[src/rtl/loader_pkg.sv]
// Shared types and constants for the instruction-memory loader.
package loader_pkg;

  typedef enum logic [2:0] {
    StIdle,
    StLoad,
    StRelease,
    StRun,
    StErr
  } state_e;

  localparam int unsigned RELEASE_CYCLES = 2;

endpackage

[src/rtl/loader_word_asm.sv]
// Packs a byte stream little-endian into 32-bit words; word_valid_o pulses the cycle after
// the fourth byte of a word is taken, and word_o holds its value until the next word completes.
module loader_word_asm (
  input  logic        clk_i,
  input  logic        rst_ni,
  input  logic        clear_i,
  input  logic        byte_valid_i,
  input  logic [7:0]  byte_i,
  output logic [31:0] word_o,
  output logic        word_valid_o
);

  logic [1:0]  lane_q, lane_d;
  logic [23:0] low_q, low_d;
  logic [31:0] word_q, word_d;
  logic        word_valid_q, word_valid_d;

  always_comb begin
    lane_d       = lane_q;
    low_d        = low_q;
    word_d       = word_q;
    word_valid_d = 1'b0;
    if (clear_i) begin
      lane_d = '0;
    end else if (byte_valid_i) begin
      lane_d = lane_q + 2'd1;
      unique case (lane_q)
        2'd0:    low_d[7:0]   = byte_i;
        2'd1:    low_d[15:8]  = byte_i;
        2'd2:    low_d[23:16] = byte_i;
        default: begin
          // Separate output register keeps word_o stable while the next word fills.
          word_d       = {byte_i, low_q};
          word_valid_d = 1'b1;
        end
      endcase
    end
  end

  always_ff @(posedge clk_i or negedge rst_ni) begin
    if (!rst_ni) begin
      lane_q       <= '0;
      low_q        <= '0;
      word_q       <= '0;
      word_valid_q <= 1'b0;
    end else begin
      lane_q       <= lane_d;
      low_q        <= low_d;
      word_q       <= word_d;
      word_valid_q <= word_valid_d;
    end
  end

  assign word_o       = word_q;
  assign word_valid_o = word_valid_q;

endmodule

[src/rtl/imem_loader_ctrl.sv]
// Loads a program into instruction memory from a byte stream, holding the core in reset
// until the load completes, then releasing it after a short settle period.
module imem_loader_ctrl
  import loader_pkg::*;
#(
  parameter int unsigned DEPTH   = 64,
  parameter int unsigned TIMEOUT = 1024,
  localparam int unsigned AW     = $clog2(DEPTH)
) (
  input  logic          clk,
  input  logic          reset,
  input  logic          start,
  input  logic [AW:0]   num_words,
  input  logic          rx_valid,
  input  logic [7:0]    rx_data,
  output logic          rx_ready,
  output logic          imem_we,
  output logic [AW-1:0] imem_waddr,
  output logic [31:0]   imem_wdata,
  output logic          core_rst_n,
  output logic          busy,
  output logic          done,
  output logic          err
);

  localparam int unsigned TW = $clog2(TIMEOUT + 1);
  localparam logic [AW:0]   MaxWords    = (AW + 1)'(DEPTH);
  localparam logic [TW-1:0] TimeoutLast = TW'(TIMEOUT - 1);
  localparam logic [1:0]    RelLast     = 2'(RELEASE_CYCLES - 1);

  state_e        state_q, state_d;
  logic [AW:0]   num_q, num_d;
  logic [AW:0]   word_cnt_q, word_cnt_d;
  logic [1:0]    byte_cnt_q, byte_cnt_d;
  logic [TW-1:0] tmo_q, tmo_d;
  logic [1:0]    rel_q, rel_d;
  logic [AW-1:0] waddr_q, waddr_d;

  logic        legal;
  logic        accept;
  logic        word_valid;
  logic        final_write;
  logic        timeout;
  logic        load_go;
  logic        asm_clear;
  logic [31:0] asm_word;

  assign legal       = (num_words != '0) && (num_words <= MaxWords);
  // Drops once every word's bytes are in, so trailing bytes are never taken.
  assign rx_ready    = (state_q == StLoad) && (word_cnt_q != num_q);
  assign accept      = rx_valid && rx_ready;
  assign imem_we     = word_valid && (state_q == StLoad);
  assign final_write = imem_we && (word_cnt_q == num_q);
  assign timeout     = (state_q == StLoad) && !accept && (tmo_q == TimeoutLast);
  assign asm_clear   = load_go || timeout;

  always_comb begin
    state_d    = state_q;
    num_d      = num_q;
    word_cnt_d = word_cnt_q;
    byte_cnt_d = byte_cnt_q;
    tmo_d      = tmo_q;
    rel_d      = rel_q;
    waddr_d    = waddr_q;
    load_go    = 1'b0;
    unique case (state_q)
      StIdle, StRun, StErr: begin
        if (start) begin
          if (legal) begin
            state_d    = StLoad;
            load_go    = 1'b1;
            num_d      = num_words;
            word_cnt_d = '0;
            byte_cnt_d = '0;
            tmo_d      = '0;
          end else begin
            state_d = StErr;
          end
        end
      end
      StLoad: begin
        if (accept) begin
          tmo_d      = '0;
          byte_cnt_d = byte_cnt_q + 2'd1;
          if (byte_cnt_q == 2'd3) begin
            waddr_d    = word_cnt_q[AW-1:0];
            word_cnt_d = word_cnt_q + 1'b1;
          end
        end else begin
          tmo_d = tmo_q + 1'b1;
        end
        if (final_write) begin
          state_d = StRelease;
          rel_d   = '0;
        end else if (timeout) begin
          state_d = StErr;
        end
      end
      StRelease: begin
        if (rel_q == RelLast) begin
          state_d = StRun;
        end else begin
          rel_d = rel_q + 2'd1;
        end
      end
      default: state_d = StIdle;
    endcase
  end

  always_ff @(posedge clk or negedge reset) begin
    if (!reset) begin
      state_q    <= StIdle;
      num_q      <= '0;
      word_cnt_q <= '0;
      byte_cnt_q <= '0;
      tmo_q      <= '0;
      rel_q      <= '0;
      waddr_q    <= '0;
    end else begin
      state_q    <= state_d;
      num_q      <= num_d;
      word_cnt_q <= word_cnt_d;
      byte_cnt_q <= byte_cnt_d;
      tmo_q      <= tmo_d;
      rel_q      <= rel_d;
      waddr_q    <= waddr_d;
    end
  end

  loader_word_asm u_word_asm (
    .clk_i        (clk),
    .rst_ni       (reset),
    .clear_i      (asm_clear),
    .byte_valid_i (accept),
    .byte_i       (rx_data),
    .word_o       (asm_word),
    .word_valid_o (word_valid)
  );

  assign imem_waddr = waddr_q;
  assign imem_wdata = asm_word;
  assign core_rst_n = (state_q == StRun);
  assign busy       = (state_q == StLoad) || (state_q == StRelease);
  assign done       = (state_q == StRun);
  assign err        = (state_q == StErr);

endmodule

[config.mk]
export PLATFORM = sky130hd
export DESIGN_NAME = imem_loader_ctrl
export DESIGN_NICKNAME = d
export VERILOG_FILES = /design/src/rtl/loader_pkg.sv /design/src/rtl/loader_word_asm.sv /design/src/rtl/imem_loader_ctrl.sv
export SDC_FILE = /design/constraint.sdc
export NUM_CORES = 1
export LEC_CHECK = 0
export BUFFER_PORTS_ARGS = -buffer_cell sky130_fd_sc_hd__buf_4
export CORE_MARGIN = 8
export CORE_UTILIZATION = 60
export DETAILED_ROUTE_END_ITERATION = 7
export PLACE_DENSITY_LB_ADDON = 0.12
export SYNTH_ARGS = -nofsm -noshare
export SYNTH_HDL_FRONTEND = slang
export SYNTH_HIERARCHICAL = 1
export SYNTH_SLANG_ARGS = --single-unit
[constraint.sdc]
create_clock -name clk -period 5.1 [get_ports clk]
set_clock_uncertainty 0.1 [all_clocks]
set_input_delay 1.02 -clock clk [delete_from_list [all_inputs] [get_ports clk]]
set_output_delay 1.02 -clock clk [all_outputs]
set_load 0.03 [all_outputs]
# After elaboration in Yosys (flattened, before gate mapping)

Index checks and enable logic that the tools add are counted.

Reductions and logical operators: 29
Shifts and indexed selects: 0
Add/sub/neg operators: 5
$lt $le $gt $ge: 1
$mul: 0
Equality and inequality tests: 19
Muxes and demuxes: 30
Divide/modulo/power cells: 0
Bitwise gates (word level): 2

Operators with widths:

| cell                                                                     | count |
|---|---|
| 11-bit two-way mux                                                       | 3 |
| 7-bit two-way mux                                                        | 4 |
| 3-bit AND reduction                                                      | 9 |
| 11-bit case mux with 2 select lines                                      | 1 |
| 3-bit two-way mux                                                        | 5 |
| 2-bit two-way mux                                                        | 7 |
| 7-bit case mux with 2 select lines                                       | 1 |
| 2-bit != test (second input constant)                                    | 6 |
| 11-bit by 1-bit adder with 11-bit output (second input constant)         | 1 |
| 11-bit by 10-bit equality test with 1-bit output (second input constant) | 1 |
| 3-bit case mux with 3 select lines                                       | 1 |
| 2-bit case mux with 2 select lines                                       | 2 |
| 7-bit by 1-bit adder with 7-bit output (second input constant)           | 1 |
| 7-bit equality test                                                      | 1 |
| 7-bit less-or-equal comparator (second input constant)                   | 1 |
| 1-bit logical AND                                                        | 7 |
| 7-bit != test                                                            | 1 |
| 7-bit nonzero test                                                       | 1 |
| 2-bit by 1-bit adder with 2-bit output (second input constant)           | 3 |
| 3-bit by 2-bit equality test with 1-bit output (second input constant)   | 2 |
| 1-bit two-way mux                                                        | 6 |
| 2-bit nonzero test                                                       | 3 |
| 3-bit OR reduction                                                       | 2 |
| 5-bit AND reduction                                                      | 1 |
| 12 further kinds                                                         | 16 |

Bits in registers: 97
Memories kept: 0
RAM bits: 0
Bits in latches: 0
Word-level logic and storage cells: 99
Bits in read-only memories: 0

# Depth between registers and ports, before layout

Gate-level depths: netlist of run 1.

Word-level depth: 9
Mapped depth: 10
Mapped depth without buffers: 8

# Cells and area by module

Netlist of run 1, hierarchy kept.

By module, submodules not included:

| module           | area each (µm²) | instances | cells each |
|---|---|---|---|
| loader_word_asm  | 2398.6          | 1         | 134 |
| imem_loader_ctrl | 2082.0          | 1         | 200 |

# Worst setup path after synthesis of run 1

OpenSTA, ideal clock, no wires.

Kind: input to register
From: input port num_words[1]
To: register u_word_asm.word_q[10] (netlist: u_word_asm/word_o[10])
Required time: 4.875 ns
Stages: 8
Path buffers: 2
Path slack: 1.797 ns
Arrival time: 3.078 ns
Path through: or4_4 -> or4_4 -> nand4b_4 -> buf_6 -> nand2_1 -> nand3b_4 -> buf_6 -> mux2_4

Longest elaborated chain between the ends: 8
Elaborated cells on any way between the ends: 9
Classes of those cells: 1 x order compare; 3 x mux; 1 x bitwise; 4 x reduce/logical

RTL lines:

| what                                                                        | RTL line               | source |
|---|---|---|
| start, declared                                                             | imem_loader_ctrl.sv:13 | `input logic [AW:0] num_words,` |
| 7-bit less-or-equal comparator / 7-bit nonzero test (equally long branches) | imem_loader_ctrl.sv:48 | `assign legal = (num_words != '0) && (num_words <= MaxWords);` |
| 1-bit logical AND *                                                         | imem_loader_ctrl.sv:48 |  |
| 1-bit two-way mux *                                                         | imem_loader_ctrl.sv:69 | `if (legal) begin` |
| 1-bit two-way mux *                                                         | imem_loader_ctrl.sv:68 | `if (start) begin` |
| 1-bit two-way mux *                                                         | imem_loader_ctrl.sv:66 | `unique case (state_q)` |
| 1-bit logical OR *                                                          | imem_loader_ctrl.sv:55 | `assign asm_clear = load_go \|\| timeout;` |
| via asm_clear                                                               | imem_loader_ctrl.sv:45 | `logic asm_clear;` |
| 1-bit NOT (no source line) *                                                | n/a                    |  |
| 3-bit AND reduction (no source line) *                                      | n/a                    |  |
| end signal, assigned                                                        | loader_word_asm.sv:49  | `word_q <= word_d;` |
| end, declared                                                               | loader_word_asm.sv:15  | `logic [31:0] word_q, word_d;` |

Mark *: on every way through the listed nets, which the timed path passes. The rest lies on a longest branch.
A chain may end at the register's enable or synchronous reset.

# Worst setup path in the final report of run 1

From: input port num_words[1]
To: register u_word_asm.word_q[13] (netlist: u_word_asm/word_o[13])

Same word-level chain as after synthesis.

==> results of run 1 <==
==> critical path, stage by stage <==
cell and delay (ps):
buf_4 110, or4_4 550, or4_4 460, nand4b_4 250
nand2_1 190, nand3b_4 600, mux2_4 500
==> power by group through the flow <==
stage	clock network, W	logic (W)	registers (W)
after global placement	0	0.000928	0.00117
final	0.000473	0.000949	0.00118
after global routing	0.000512	0.00102	0.00120
after floorplan	0	0.000532	0.00130
after CTS	0.000482	0.000961	0.00118
after detailed placement	0	0.000960	0.00118
==> registers in the layout, summed over array words and instances, names as in the netlist <==
signal,cells
u_word_asm/word_valid_o,1
rel_q,2
word_cnt_q,7
u_word_asm/word_o,32
num_q,7
byte_cnt_q,2
u_word_asm/low_q,24
u_word_asm/lane_q,2
imem_waddr,6
state_q,3
tmo_q,11
==> logic make-up after synthesis <==
group / share of synthesized area [%]
multiplexers: 20.2
AND/OR/NAND/NOR: 11.0
adder cells (fa/ha/maj): 2.23
XOR/XNOR: 3.32
AO/OA/AOI/OAI: 6.23
flip-flops: 54.2
buffers and inverters: 2.85
==> final cells by class <==
type                    instances  area, um^2
flip-flops and latches         97        2430
clock buffers                  11         151
fillers                       522        2080
clock inverters                 5        38.8
multi-input cells             215        1930
well taps                      99         124
repair buffers                 63         473
inverters                       9        33.8
==> layout by cell type (no fill, tap or decap), types with 5 or more instances in the layout <==
cell type / n
a21oi_1: 8
buf_4: 63
clkbuf_8: 11
dfrtp_1: 97
ha_1: 8
inv_1: 9
mux2_2: 38
mux2_4: 29
nand2_1: 11
nand3_1: 10
nand4_1: 5
nor2_1: 22
nor3_1: 5
o21ai_0: 6
xnor2_1: 13
==> per-stage QoR <==
stage	hold WS [ps]	power [W]	instance area [um^2]	utilization, %	worst slack, ps
after floorplan	367	0.00183	4480	-	1800
after global placement	380	0.00210	4980	68.7	1220
after detailed placement	390	0.00214	4980	68.7	1150
after CTS	406	0.00262	5170	71.3	1530
after global routing	424	0.00274	5170	71.3	1410
final	402	0.00260	5170	71.3	1530
==> per-layer routing <==
layer | global-route usage, % | wire (um)
met3 | 3.95 | 441
met4 | 7.00 | 125
met5 | 0 | 0
met1 | 22.1 | 3850
met2 | 29.6 | 4320
==> worst max path at each step <==
stage,slack (ps),depth (start not counted),to,from
after floorplan,1800,8,u_word_asm/word_o[10],num_words[1]
after global routing,1410,7,u_word_asm/word_o[13],num_words[1]
after global placement,1220,7,u_word_asm/word_o[12],num_words[1]
after CTS,1530,7,u_word_asm/word_o[26],num_words[1]
after detailed placement,1150,7,u_word_asm/word_o[29],num_words[1]
final,1530,7,u_word_asm/word_o[13],num_words[1]
==> results by group, run 1 <==
Placed design
  – Detailed Place HPWL: 6090 um
  – I/O Buffers: 62
  – Routability congestion estimate: just over 0.8
  – Dpl cells: between 400 and 500

Hold path
  – Endpoint with the worst hold slack: u_word_asm/word_o[11]
  – Hold wc startpoint: u_word_asm/low_q[11]
  – WHS Path Cells: 1
  – HP Class: flop to flop

Route
  – Drt initial violations: 86
  – Via count: 2,807
  – DR vias/cell: roughly 5.6
  – ANT nets after route: 0
  – Drt wl/cell: 17.5 um
  – Routed WL: approximately 9000 um
  – Remaining DRCs: 0
  – DR pass1 iterations: 4

Worst setup path
  – R2R depth: 7
  – Worst setup EP type: flop
  – FF-to-FF setup slack: 1930 ps
  – R2r endpoint: u_word_asm/word_o[31]
  – Worst path required time: about 5200 ps
  – Worst-path maximum fanout: 33
  – Worst Path Class, Setup: input port to flop
  – Startpoint types: input port
  – Arr. time, crit path: roughly 3700 ps
  – R2r startpoint: state_q[0]

Logic synthesis
  – Top post-synthesis cells by area: dfrtp_1 54%, mux2_4 9.7%, mux2_2 9.6%
  – Yosys top cell area share: a little over half
  – Synth Cell Area: roughly 0.0045 mm^2
  – Netlist cell types: 53
  – Mean post-synth cell area: between 10 and 15 um^2
  – Syn_nets: about 360
  – Most frequent cell after synthesis: dfrtp_1
  – Seq/Total Area, Yosys: a little over half
  – Post-Synthesis Cells: roughly 330
  – Yosys warning total: 6
  – Most instantiated cells after synthesis: 97 x dfrtp_1, 38 x mux2_2, 29 x mux2_4
  – Most used DFF post-synth: dfrtp_1
  – EDFF count, synth: 0
  – Post-synth ARST share: 100%
  – Flops & latches, synth: 97
  – Synth area leader: dfrtp_1

Pwr
  – PwrDens: around 500 mW/mm^2
  – Net Sw Power: just over 0.0009 W
  – Combinational share of power: between 30% and 40%
  – Internal power: roughly 0.0017 W
  – Leak: 2.59 nW
  – Clock power share: between 10% and 20%
  – Sequential fraction of design power: 45.3%
  – Sw frac: between 30% and 40%
  – VDD IR-drop max: roughly 0.00035 V

Finish
  – Area growth syn-to-layout: 15.5%
  – Final std cells w/o fill: between 400 and 500
  – Antenna cell count: 0
  – Fin nets: 422
  – Layout cells sized above 1: roughly 40%

Die
  – Initial Util: just over 60%
  – Die Span Y: about 100 um
  – Die area: 0.0105 mm^2
  – Die X: between 100 and 150 um
  – Area of the core: 0.00725 mm^2
  – # rows: 31
  – Io pins: 63

STA
  – Unrepaired setup endpoints after global routing: false
  – F_max: between 0.2 and 0.3 GHz
  – Period utilization: between 70% and 80%
  – Relative slew slack: roughly a quarter
  – Max Slew Vio Count: 0
  – Min cycle time layout: around 3600 ps
  – Setup TNS: 0 ps
  – Final hold violations: 0
  – Setup Viol. Count Final: 0
  – Worst Tran Pin Value: 1140 ps

Job
  – Max Cap Viol: 0

Clock network
  – Setup bufs post-CTS: 0
  – Clock Sinks: just under 100
  – CTS resizes: 0
  – CTS tree: built
  – TritonCTS Buffers: 9
  – Clk slew on worst S/H paths: 90 ps
  – Clock Latency Late Sink: approximately 360 ps
  – Post-CTS Hold Fix Bufs: 0
  – CTS H-tree depth: 3
  – Root Driver: clkbuf_8
  – Clock Path Buffers: 2

Global routing
  – Largest net degree at the start of global routing: 62
  – Initial antenna violation count: 0
  – First-pass GRT wire length: 14,600 um
  – GR Util All Layers: roughly 18%
  – Remaining global-route overflow: 0
  – Vias in the first global route: approximately 3,000

Status
  – Outcome: finished clean
No activity file was read; power rests on OpenSTA's default activity.
==> run 2: changes to the inputs <==
- CORE_UTILIZATION: 60 -> 57
- clock period: 5.1 -> 3.7 ns (I/O delays scaled with it)
==> results by group, run 2 (synthesis results as in run 1) <==
STA
  – Setup Viol. Count Final: 0 (unchanged)
  – Unrepaired setup endpoints after global routing: false
  – Worst Tran Pin Value: 523 ps (-614 ps)
  – Final hold violations: 0 (unchanged)
  – Max Slew Vio Count: 0 (unchanged)
  – Relative slew slack: 65.2% (+41 points)
  – F_max: between 0.3 and 0.4 GHz
  – Period utilization: around four fifths
  – Setup TNS: 0 ps (unchanged)
  – Min cycle time layout: around 2900 ps

Route
  – Routed WL: 8590 um (-1.8%)
  – ANT nets after route: 0 (unchanged)
  – Drt wl/cell: 17.0 um (-3.1%)
  – DR vias/cell: 5.58 (-0.75%)
  – Via count: 2,825 (+0.64%)
  – DR pass1 iterations: 5 (+1)
  – Remaining DRCs: 0 (unchanged)
  – Drt initial violations: 85 (-1.2%)

Clock network
  – Clock Latency Late Sink: 360 ps (about the same)
  – CTS tree: built
  – CTS H-tree depth: 3 (unchanged)
  – TritonCTS Buffers: 9 (unchanged)
  – CTS resizes: 0 (unchanged)
  – Setup bufs post-CTS: 0 (unchanged)
  – Post-CTS Hold Fix Bufs: 0 (unchanged)
  – Clk slew on worst S/H paths: 100 ps (about the same)
  – Clock Sinks: 97 (unchanged)
  – Clock Path Buffers: 2 (unchanged)
  – Root Driver: clkbuf_8

Worst setup path
  – Slowest cell on the critical path: dfrtp_1
  – Worst-path maximum fanout: 22 (-33%)
  – Worst path required time: 3850 ps (-1380 ps)
  – Slowest Stage Delay on Critical Path: 610 ps (about the same)
  – R2r startpoint: state_q[0]
  – R2R depth: 8 (+1)
  – Crit-path cells: or3b_1 > nor2_1 > a21o_1 > nand2_1 > nand2_1 > nand3b_4 > buf_12 > mux2_2
  – Most used cell, CP: nand2_1
  – Worst path buffer plus inverter count: 1 (unchanged)
  – Startpoint types: flop
  – Worst setup EP type: flop
  – Arr. time, crit path: 3060 ps (-650 ps)
  – Worst Path Class, Setup: flop to flop
  – Crit-path leading delay family: simple AND/OR/NAND/NOR gates
  – R2r endpoint: u_word_asm/word_o[0]
  – FF-to-FF setup slack: 790 ps (-1140 ps)

Finish
  – Fin nets: 426 (+0.95%)
  – Finished Core Util: 68.5% (-2.8 points)
  – Largest register FFs: 32 (unchanged)
  – Register area: 0.00243 mm^2 (unchanged)
  – Most common cell after layout, fill and taps aside: dfrtp_1
  – Layout cells sized above 1: 40.3% (+0.35 points)
  – Area of the multi-input gates: 0.00193 mm^2 (unchanged)
  – Fillers: 576 (+10%)
  – Area growth syn-to-layout: 17.6%
  – Fin area: 0.00527 mm^2 (+1.8%)
  – Commonest non-fill, non-tap cells in the layout: 97 x dfrtp_1, 65 x buf_4, 38 x mux2_2
  – Antenna cell count: 0 (unchanged)

Placed design
  – Detailed Place HPWL: 6160 um (+1.1%)
  – I/O Buffers: 62 (unchanged)
  – Routability congestion estimate: 0.810 (+0.70%)
  – Placed cell areas: 0.00504 mm^2 (+1.2%)

Die
  – Die area: 0.0110 mm^2 (+4.4%)
  – Area of the core: 0.00769 mm^2 (+6.0%)
  – Die X: 105 um (+2.2%)
  – # rows: 32 (+3.2%)
  – Die Span Y: 105 um (+2.2%)
  – Initial Util: 58.3% (-3.5 points)
  – Io pins: 63 (unchanged)

Pwr
  – PwrDens: 701 mW/mm^2 (+40%)
  – Leak: 2.64 nW (+1.7%)
  – VDD IR-drop max: 0.000432 V (+23%)
  – Total power: 0.00369 W (+42%)

Global routing
  – Initial antenna violation count: 0 (unchanged)
  – First-pass GRT wire length: 15,000 um (+3.1%)
  – Remaining global-route overflow: 0 (unchanged)
  – Largest net degree at the start of global routing: 98 (+58%)
  – Vias in the first global route: 3,021 (+0.83%)
  – GR Util All Layers: 16.7% (-1.1 points)

Status
  – Outcome: finished clean

Job
  – Max Cap Viol: 0 (unchanged)

Hold path
  – HP Class: input port to asynchronous set/reset pin
## run 2: worst reg2reg max path, cell delays in order, from the launching register on
cell	delay, ps
dfrtp_1	610
or3b_1	560
nor2_1	180
a21o_1	190
nand2_1	90
nand2_1	150
nand3b_4	310
buf_12	240
mux2_2	370
## run 2: how the worst max path moves through the flow
stage,from,endpoint,slack (ps),cells after the start
final,state_q[0],u_word_asm/word_o[0],790,8
after CTS,state_q[0],u_word_asm/word_o[0],820,8
after floorplan,num_words[1],u_word_asm/word_o[10],680,8
after detailed placement,num_words[1],u_word_asm/word_o[15],420,8
after global routing,state_q[0],u_word_asm/word_o[0],620,8
after global placement,num_words[1],u_word_asm/word_o[16],480,8
## run 2: area by class of cell
cell class	instances	area share, %
inverter	9	0.641
clock inverter	5	1.61
tap	102	2.42
sequential	97	46.1
clock buffer	11	2.68
timing repair buffer	67	10.0
multi-input combinational	215	36.5
## run 2: report_power, final
part / switching [W] / internal, W / total (W) / leakage [nW]
Clock: 0.000364 / 0.000405 / 0.000768 / 0.111
Sequential: 0.000229 / 0.00138 / 0.00161 / 1.29
Combinational: 0.000673 / 0.000641 / 0.00131 / 1.23
Total: 0.00127 / 0.00243 / 0.00369 / 2.64
## run 2: stage by stage
stage / hold slack (ps) / cells / setup WS, ps
6_report: 287 / 506 / 795
5_1_grt: 328 / 506 / 615
4_1_cts: 323 / 506 / 817
3_5_place_dp: 387 / 490 / 419
3_3_place_gp: 380 / 490 / 477
2_1_floorplan: 344 / 334 / 677
## run 2: per-layer routing
layer | track usage [%] | vias to the layer above | wire, um
met4 | 6.32 | 0 | 102
met5 | 0 | - | 0
li1 | - | 1330 | -
met3 | 5.16 | 9 | 488
met1 | 21.3 | 1420 | 3900
met2 | 26.3 | 66 | 4100
